`src/rtl/irq_pkg.sv`:
```
// Shared types and helpers for the IRQ controller core.
// prio_pick/prio_rank operate on a 32-bit envelope so one
// definition serves every NUM_IRQ in 2..32.
package irq_pkg;

    localparam int NUM_IRQ_DEFAULT = 8;
    localparam int MAX_IRQ         = 32;

    typedef enum logic {
        ST_IDLE = 1'b0,
        ST_ACK1 = 1'b1
    } state_e;

    typedef struct packed {
        logic       found;
        logic [4:0] idx;
    } pick_t;

    // (a + b) mod n, with a, b < n <= 32
    function automatic logic [4:0] wrap_add(input logic [4:0] a, input logic [4:0] b, input int n);
        logic [5:0] s;
        s = {1'b0, a} + {1'b0, b};
        if (s >= 6'(n)) s = s - 6'(n);
        return s[4:0];
    endfunction

    // Position of idx in the priority order starting at base (0 = highest)
    function automatic logic [4:0] prio_rank(input logic [4:0] idx, input logic [4:0] base, input int n);
        logic [5:0] r;
        r = {1'b0, idx} + 6'(n) - {1'b0, base};
        if (r >= 6'(n)) r = r - 6'(n);
        return r[4:0];
    endfunction

    // Highest-priority set bit of vec, walking base, base+1, ... mod n.
    // Scanning from lowest to highest priority lets the best hit overwrite.
    function automatic pick_t prio_pick(input logic [MAX_IRQ-1:0] vec, input logic [4:0] base, input int n);
        pick_t      p;
        logic [4:0] idx;
        p = '0;
        for (int k = MAX_IRQ - 1; k >= 0; k--) begin
            if (k < n) begin
                idx = wrap_add(base, 5'(k), n);
                if (vec[idx]) begin
                    p.found = 1'b1;
                    p.idx   = idx;
                end
            end
        end
        return p;
    endfunction

endpackage

```
`src/rtl/irq_controller_core_prio_resolver.sv`:
```
// irq_prio_resolver: combinational rotate -> priority encode -> unrotate.
// Returns the highest-priority set bit of vec given the current top line.
module irq_prio_resolver
    import irq_pkg::*;
#(
    parameter int N    = NUM_IRQ_DEFAULT,
    parameter int ID_W = $clog2(N)
) (
    input  logic [N-1:0]    vec,
    input  logic [ID_W-1:0] base,
    output logic            found,
    output logic [ID_W-1:0] idx
);

    logic [MAX_IRQ-1:0] vec_ext;
    logic [4:0]         base_ext;
    pick_t              pick;

    // Widen to the package envelope, resolve, narrow back to an id
    always_comb begin
        vec_ext           = '0;
        vec_ext[N-1:0]    = vec;
        base_ext          = '0;
        base_ext[ID_W-1:0] = base;
        pick              = prio_pick(vec_ext, base_ext, N);
        found             = pick.found;
        idx               = ID_W'(pick.idx);
    end

endmodule

```
`src/rtl/irq_controller_core.sv`:
```
// irq_controller_core: IRR capture (edge/level), mask, fully nested
// priority against the ISR, two-pulse INTA handshake, specific and
// non-specific EOI.
// Optional macro IRQ_ROTATE_PRIO_EN: rotating priority via prio_base,
// which moves just past every line cleared by an EOI.
module irq_controller_core
    import irq_pkg::*;
#(
    parameter int NUM_IRQ = NUM_IRQ_DEFAULT,
    parameter int ID_W    = $clog2(NUM_IRQ)
) (
    input  logic               clk,
    input  logic               rst,
    input  logic [NUM_IRQ-1:0] irq_in,
    input  logic               level_mode,
    input  logic [NUM_IRQ-1:0] mask,
    input  logic               inta,
    input  logic               eoi,
    input  logic               eoi_specific,
    input  logic [ID_W-1:0]    eoi_id,
    output logic               int_out,
    output logic               vector_valid,
    output logic [ID_W-1:0]    vector_id,
    output logic [NUM_IRQ-1:0] irr,
    output logic [NUM_IRQ-1:0] isr
);

    state_e             state_q, state_d;
    logic [NUM_IRQ-1:0] irr_q, irr_d, isr_q, isr_d, prev_q, prev_d;
    logic [ID_W-1:0]    cur_id_q, cur_id_d, vid_q, vid_d;
    logic               int_q, int_d, vv_q, vv_d;
    logic [ID_W-1:0]    prio_base;
    logic [NUM_IRQ-1:0] eligible, ack_vec;
    logic               win_found, isr_found, ack_take, eoi_hit;
    logic [ID_W-1:0]    win_idx, isr_top, eoi_idx;

`ifdef IRQ_ROTATE_PRIO_EN
    logic [ID_W-1:0] prio_base_q, prio_base_d;
    assign prio_base = prio_base_q;
`else
    assign prio_base = '0;
`endif

    assign eligible = irr_q & ~mask;

    irq_prio_resolver #(.N(NUM_IRQ), .ID_W(ID_W)) u_win_res (
        .vec(eligible), .base(prio_base), .found(win_found), .idx(win_idx)
    );

    irq_prio_resolver #(.N(NUM_IRQ), .ID_W(ID_W)) u_isr_res (
        .vec(isr_q), .base(prio_base), .found(isr_found), .idx(isr_top)
    );

    // Next-state: handshake FSM, IRR/ISR updates, EOI and registered outputs
    always_comb begin
        state_d  = state_q;
        cur_id_d = cur_id_q;
        vv_d     = 1'b0;
        vid_d    = vid_q;
        prev_d   = irq_in;
        ack_take = (state_q == ST_IDLE) && inta && win_found;
        ack_vec  = '0;
        if (ack_take) ack_vec[win_idx] = 1'b1;

        // Edge mode keeps a latched edge only while the pin stays high
        if (level_mode) irr_d = irq_in;
        else            irr_d = (irr_q | (irq_in & ~prev_q)) & irq_in;
        irr_d = irr_d & ~ack_vec;

        // EOI decision is taken on the old ISR; the ack set lands afterwards
        eoi_hit = 1'b0;
        eoi_idx = '0;
        if (eoi) begin
            if (eoi_specific) begin
                if (int'(eoi_id) < NUM_IRQ && isr_q[eoi_id]) begin
                    eoi_hit = 1'b1;
                    eoi_idx = eoi_id;
                end
            end else if (isr_found) begin
                eoi_hit = 1'b1;
                eoi_idx = isr_top;
            end
        end
        isr_d = isr_q;
        if (eoi_hit) isr_d[eoi_idx] = 1'b0;
        isr_d = isr_d | ack_vec;

`ifdef IRQ_ROTATE_PRIO_EN
        prio_base_d = prio_base_q;
        if (eoi_hit && !ack_vec[eoi_idx])
            prio_base_d = ID_W'(wrap_add(5'(eoi_idx), 5'd1, NUM_IRQ));
`endif

        case (state_q)
            ST_IDLE: begin
                if (inta) begin
                    cur_id_d = win_found ? win_idx : ID_W'(NUM_IRQ - 1);
                    state_d  = ST_ACK1;
                end
            end
            ST_ACK1: begin
                if (inta) begin
                    vv_d    = 1'b1;
                    vid_d   = cur_id_q;
                    state_d = ST_IDLE;
                end
            end
            default: state_d = ST_IDLE;
        endcase

        // Request only when the winner outranks everything in service
        int_d = (state_q == ST_IDLE) && !inta && win_found &&
                (!isr_found ||
                 prio_rank(5'(win_idx), 5'(prio_base), NUM_IRQ) <
                 prio_rank(5'(isr_top), 5'(prio_base), NUM_IRQ));
    end

    // State registers with synchronous reset
    always_ff @(posedge clk) begin
        if (rst) begin
            state_q  <= ST_IDLE;
            irr_q    <= '0;
            isr_q    <= '0;
            prev_q   <= '1;
            cur_id_q <= '0;
            int_q    <= 1'b0;
            vv_q     <= 1'b0;
            vid_q    <= '0;
`ifdef IRQ_ROTATE_PRIO_EN
            prio_base_q <= '0;
`endif
        end else begin
            state_q  <= state_d;
            irr_q    <= irr_d;
            isr_q    <= isr_d;
            prev_q   <= prev_d;
            cur_id_q <= cur_id_d;
            int_q    <= int_d;
            vv_q     <= vv_d;
            vid_q    <= vid_d;
`ifdef IRQ_ROTATE_PRIO_EN
            prio_base_q <= prio_base_d;
`endif
        end
    end

    assign int_out      = int_q;
    assign vector_valid = vv_q;
    assign vector_id    = vid_q;
    assign irr          = irr_q;
    assign isr          = isr_q;

endmodule
```
`config.mk`:
```
export PLATFORM = sky130hd
export DESIGN_NAME = irq_controller_core
export DESIGN_NICKNAME = d
export VERILOG_FILES = /design/src/rtl/irq_pkg.sv /design/src/rtl/irq_controller_core_prio_resolver.sv /design/src/rtl/irq_controller_core.sv
export SDC_FILE = /design/constraint.sdc
export NUM_CORES = 1
export LEC_CHECK = 0
export CORE_ASPECT_RATIO = 0.9
export CORE_MARGIN = 1
export CORE_UTILIZATION = 30
export DETAILED_ROUTE_END_ITERATION = 6
export MAX_ROUTING_LAYER = met4
export PLACE_DENSITY = 0.57
export SYNTH_ARGS = -nofsm -noshare
export SYNTH_HDL_FRONTEND = slang
export SYNTH_HIERARCHICAL = 1
export SYNTH_SLANG_ARGS = --single-unit
export TNS_END_PERCENT = 1
```
`constraint.sdc`:
```
create_clock -name clk -period 6 [get_ports clk]
set_input_delay 1.2 -clock clk [delete_from_list [all_inputs] [get_ports clk]]
set_output_delay 1.2 -clock clk [all_outputs]
set_load 0.01 [all_outputs]
```
---- Word level (Yosys, flattened, before mapping) ----
Cells that the tools add are included.
storage, ports and cells
  bits in registers ....................... 33
  bits in latches ......................... 0
  bits in writable memories ............... 0
  bits in read-only memories .............. 0
  bits of input ports ..................... 25
  memories ................................ 0
cells by class
  add/subtract/negate cells ............... 4
  multiply operators ...................... 0
  div/mod/pow operators ................... 0
  order comparisons ....................... 8
  eq/ne operators ......................... 0
  shift-type cells ........................ 0
  muxes and demuxes ....................... 39
  bitwise logic cells ..................... 12
  reduce and logical (&&, ||, !) cells .... 13
operators by type and width
  operator                                                            number
  2-to-1 mux 6 bit                                                    16
  bitwise AND 8 bit                                                   5
  NOT 8 bit                                                           4
  2-to-1 mux 8 bit                                                    3
  bitwise OR 8 bit                                                    2
  2-to-1 mux 3 bit                                                    5
  < comparator 3 x 4 -> 1 bit (second input constant)                 3
  adder 3 x 4 -> 5 bit (second input constant)                        2
  greater-or-equal comparator 5 x 4 -> 1 bit (second input constant)  2
  2-to-1 mux 5 bit                                                    2
  subtractor 5 x 4 -> 5 bit (second input constant)                   2
  2-to-1 mux 1 bit                                                    9
  logical AND 1 bit                                                   7
  demux 1 bit (select 3 bit)                                          2
  greater-or-equal comparator 3 x 1 -> 1 bit (second input constant)  2
  < comparator 5 bit                                                  1
  AND reduction 2 bit                                                 2
  binary-select mux 1 bit (select 3 bit)                              1
  zero test 1 bit                                                     2
  case mux 1 bit (2 select lines)                                     1
  OR reduction 2 bit                                                  1
  logical OR 1 bit                                                    1
  NOT 1 bit                                                           1

---- Logic depth before layout (Yosys ltp) ----
  word-level depth ........................ 19
  depth in mapped cells ................... 17

---- By module ----
Netlist, hierarchy kept.
modules (own cells, without submodules)
  module               instances  cells each  area each (um^2)
  irq_prio_resolver    2          117         993.5
  irq_controller_core  1          176         1,566.5

---- Worst setup path before layout ----
No wires, ideal clock.
  path kind ............................... input -> register
  start ................................... input mask[6]
  end ..................................... register int_q, in the netlist int_out
  library setup time ...................... 61 ps
  arrival time ............................ 3,887 ps
  required time ........................... 5,939 ps
  setup slack ............................. 2,052 ps
  stages .................................. 12
  buffers on the path ..................... 0
  path through ............................ nor2b_1 > mux2i_1 > a221oi_1 > o21a_1 > mux2_2 > a2111o_1 > a31oi_1 > ha_1 > a21oi_1 > nor2b_1 > o21ai_0 > and4b_1
on the way
  word-level cells in the longest chain between the ends .. 15
  elaborated cells between the ends (all ways) .. 17
  those cells by class .................... add/sub (2); order compare (2); mux (8); bitwise (2); reduce/logical (3)
ends and longest elaborated chain
  item                                                                                            line                        text
  from (decl)                                                                                     irq_controller_core.sv:16   input logic [NUM_IRQ-1:0] mask,
  NOT 8 bit (*)                                                                                   irq_controller_core.sv:44   assign eligible = irr_q & ~mask;
  bitwise AND 8 bit (*)                                                                           irq_controller_core.sv:44
  2-to-1 mux 6 bit (*) (7 in series)                                                              irq_pkg.sv:44               if (vec[idx]) begin
  net win_idx[1]                                                                                  irq_controller_core.sv:35   logic [ID_W-1:0] win_idx, isr_top, eoi_idx;
  adder 3 x 4 -> 5 bit (*)                                                                        irq_pkg.sv:30               r = {1'b0, idx} + 6'(n) - {1'b0, base};
  subtractor 5 x 4 -> 5 bit / greater-or-equal comparator 5 x 4 -> 1 bit (equally long branches)  irq_pkg.sv:31               if (r >= 6'(n)) r = r - 6'(n);
  2-to-1 mux 5 bit (*)                                                                            irq_pkg.sv:31
  < comparator 5 bit (*)                                                                          irq_controller_core.sv:114  prio_rank(5'(win_idx), 5'(prio_base), NUM_IRQ) <
  logical OR 1 bit (*)                                                                            irq_controller_core.sv:113  (!isr_found ||
  logical AND 1 bit (*)                                                                           irq_controller_core.sv:112  int_d = (state_q == ST_IDLE) && !inta && win_found &&
  to (signal assigned)                                                                            irq_controller_core.sv:138  int_q <= int_d;
  to (decl)                                                                                       irq_controller_core.sv:31   logic int_q, int_d, vv_q, vv_d;
The timed path passes the listed nets; every way through them passes the cells marked *.
A chain may end at the register's enable or synchronous reset.

---- Final worst setup path ----
  start ................................... input mask[6]
  end ..................................... register int_q, in the netlist int_out
on the way
  word-level cells in the longest chain between the ends .. 15
  elaborated cells between the ends (all ways) .. 17
  those cells by class .................... add/sub (2); order compare (2); mux (8); bitwise (2); reduce/logical (3)
ends and longest elaborated chain
  item                                                                                            line                        text
  NOT 8 bit (*)                                                                                   irq_controller_core.sv:44
  bitwise AND 8 bit (*)                                                                           irq_controller_core.sv:44
  net eligible[6]                                                                                 irq_controller_core.sv:33   logic [NUM_IRQ-1:0] eligible, ack_vec;
  2-to-1 mux 6 bit (*) (7 in series)                                                              irq_pkg.sv:44
  net win_idx[1]                                                                                  irq_controller_core.sv:35
  adder 3 x 4 -> 5 bit (*)                                                                        irq_pkg.sv:30
  subtractor 5 x 4 -> 5 bit / greater-or-equal comparator 5 x 4 -> 1 bit (equally long branches)  irq_pkg.sv:31
  2-to-1 mux 5 bit (*)                                                                            irq_pkg.sv:31
  < comparator 5 bit (*)                                                                          irq_controller_core.sv:114
  logical OR 1 bit (*)                                                                            irq_controller_core.sv:113
  logical AND 1 bit (*)                                                                           irq_controller_core.sv:112
Marked as above.

==> flow_summary.yaml <==
worst_setup_path:
  r2r_cells: 12
  r2r_slack_ns: 2.36
  cp_slowest_cell: "a31oi_1"
  crit_path_end_kind: "flop"
  crit_chain: "clkdlybuf4s50_1 -> nor2b_1 -> mux2i_1 -> a221oi_1 -> o21a_1 -> mux2_2 -> a2111o_1 -> a31oi_1 -> ha_1 -> a21oi_1 -> nor2b_1 -> o21ai_0 -> and4b_1"
  required_ns: 6.22
  critPathMaxFanout: 8
  start_kind: "input pin"
  worstPathArrival_ns: 4.73
  path_common_cell: "nor2b_1"
  timing.rr.start: "irr[6]$_SDFF_PP0_"
  cp_slowest_stage_delay_ns: 0.46
  critical_path_class: "input pin to flop"
  r2r_end: "int_out$_SDFF_PP0_"
finish:
  area_growth_pct: 20.5
  nets: 512
  mostFrequentLayoutCells: "clkdlybuf4s50_1, nor2_1, mux2i_1"
  final_common_cell: "clkdlybuf4s50_1"
  antenna_cells: 0
  final_cell_area_mm2: 0.00428
  fill_cells: 1195
  drive_gt1_share_pct: 12.0
synth:
  synth_area_leaders: "dfxtp_1, mux2i_1, ha_1"
  syn_area_mm2: 0.00355
  ys_ff_latch: 33
  synth_edf_count: 0
  yosysWarnings: 6
  synth_top_cell_by_area: "dfxtp_1"
  synth_top_cell_area_share_pct: 18.6
  synth_cell_types: 61
  syn_avg_cell_area_um2: 8.67
  synthArstFlopShare_pct: 0
  netlist_instances: 410
  seq_area_frac_synth_pct: 18.6
  ys.flop_type: "dfxtp_1"
detailed_routing:
  firstDrtPassIters: 5
  drc: 0
  drtAntennaViolNets: 0
  drt-total-wl_um: 9400
  drt_iter0_drc: 224
  vias: 3225
  routedWlPerCell_um: 15.1
  avgViaCountPerCell: 5.18
floorplanning:
  rows: 37
  initial_core_util_pct: 31.0
  ios: 46
  fp.dieH_um: 105
  core_area_mm2: 0.0115
  die-area_mm2: 0.0123
  die_w_um: 117
run:
  drv_cap: 0
placed_design:
  gp_congestion: 0.964
  dp.final_hpwl_um: 7280
  portBuffers: 45
  placedInstanceArea_mm2: 0.00414
clocking:
  holdBufCountCts: 0
  cts_buffers: 5
  cts_setup_buffers: 0
  cts_tree: "built"
  cts-resized-gates: 0
  cts_sinks: 33
  clk_latency_ns: 0.27
  htree_levels: 2
  clk_pin_slew_ns: 0.05
  cts-root-buf: "clkbuf_16"
  cts.path.max_buffers: 2
global_route:
  gr-max-usage-layer: "met2"
  grt_pass1_wl_um: 15300
  gr-usage-met3_pct: 1.78
  gr-total-overflow: 0
  grt_use_total_pct: 16.3
  grt_max_degree: 34
  antenna_found_initial: 0
  use_met1_pct: 22.3
  met2_usage_pct: 25.3
  grt_pass1_vias: 3025
run_status:
  status: "complete, no violations"
min_path:
  holdPathStages: 1
  whs_endpoint: "irr[5]$_SDFF_PP0_"
  hold_path.class: "flop to flop"
  hp-start: "prev_q[5]$_SDFF_PP1_"
power_and_ir_drop:
  cellLeakagePower_nw: 1.70
  power_mw: 0.790
  ir_worst_vdd_v: 0.000135
  power.density_mw_per_mm2: 185
sta:
  maxSlewHeadroom_pct: 30.8
  timing.hold.ws_ns: 0.426
  max_freq_ghz: 0.222
  finalSetupViolations: 0
  tightest_slew_ns: 1.03
  fin_setup_tns_ns: 0
  fin_skew_ns: 0.00403
  min_period_ns: 4.51
  hold_viol: 0
  drv_slew: 0
  rsz0062_at_grt: "no"
  fin_crit_sh_pct: 75.2
==> registers in the layout, indices dropped and copies added, names as in the netlist <==
name	count
cur_id_q	3
int_out	1
irr	8
isr	8
prev_q	8
state_q	1
vector_id	3
vector_valid	1
==> cells in the mapped netlist (all sizes together) (7+ instances only) <==
master / count
ha: 21
nor3: 8
mux2i: 40
dfxtp: 33
a211oi: 7
nor2b: 18
and2: 9
inv: 28
mux2: 17
nor2: 39
mux4: 10
nand2b: 9
nand2: 30
nand3: 10
a21oi: 14
nor3b: 7
a31oi: 7
or2: 8
buf: 13
==> layout make-up <==
type	instances	area (µm²)	area share [%]
repair buffers	45	450	10.5
clock buffers	6	129	3.01
flip-flops and latches	33	661	15.4
multi-input cells	353	2730	63.8
well taps	156	195	4.56
inverters	28	105	2.45
clock inverters	2	10.0	0.234
==> worst max-delay path by stage <==
stage / from / endpoint / slack [ns] / cells after the start
3_5_place_dp: mask[6] / int_out$_SDFF_PP0_ / 1.24 / 13
5_1_grt: mask[6] / int_out$_SDFF_PP0_ / 1.21 / 13
4_1_cts: mask[6] / int_out$_SDFF_PP0_ / 1.53 / 13
3_3_place_gp: mask[6] / int_out$_SDFF_PP0_ / 1.36 / 13
2_1_floorplan: mask[6] / int_out$_SDFF_PP0_ / 2.05 / 12
6_report: mask[6] / int_out$_SDFF_PP0_ / 1.49 / 13
==> critical path, delay by kind of cell <==
family	cells	cell delay, ns
AOI/OAI and AO/OA	6	1.65
muxes	2	0.54
and+or+nand+nor	3	0.59
adders and majority gates	1	0.33
buffers and inverters	1	0.41
==> kinds of logic after synthesis <==
| group | synth area share [%] |
|---|---|
| AOI/OAI and AO/OA | 17.4 |
| adders and majority gates | 7.39 |
| other | 0.106 |
| DFF | 18.6 |
| xor gates and xnor gates | 1.97 |
| buffers and inverters | 6.76 |
| and+or+nand+nor | 23.9 |
| muxes | 23.8 |
==> power by group <==
part | internal [mW] | total, mW | switching (mW)
registers | 0.234 | 0.250 | 0.0158
logic | 0.140 | 0.301 | 0.161
clock network | 0.152 | 0.239 | 0.0867
total | 0.527 | 0.790 | 0.263
==> layer usage <==
layer / routed length, µm / part of all wire (%)
met1: 4530 / 48
met2: 4320 / 46
met3: 356 / 3.8
met5: 0 / 0
met4: 193 / 2.1
==> through the flow <==
| step | setup WS [ns] | utilization (%) | cells |
|---|---|---|---|
| 6_report | 1.49 | 37.3 | 623 |
| 5_1_grt | 1.21 | 37.3 | 623 |
| 4_1_cts | 1.53 | 37.3 | 623 |
| 3_5_place_dp | 1.24 | 36.1 | 615 |
| 3_3_place_gp | 1.36 | 36.1 | 615 |
| 2_1_floorplan | 2.05 | - | 431 |
(Power assumes the default switching activity.)
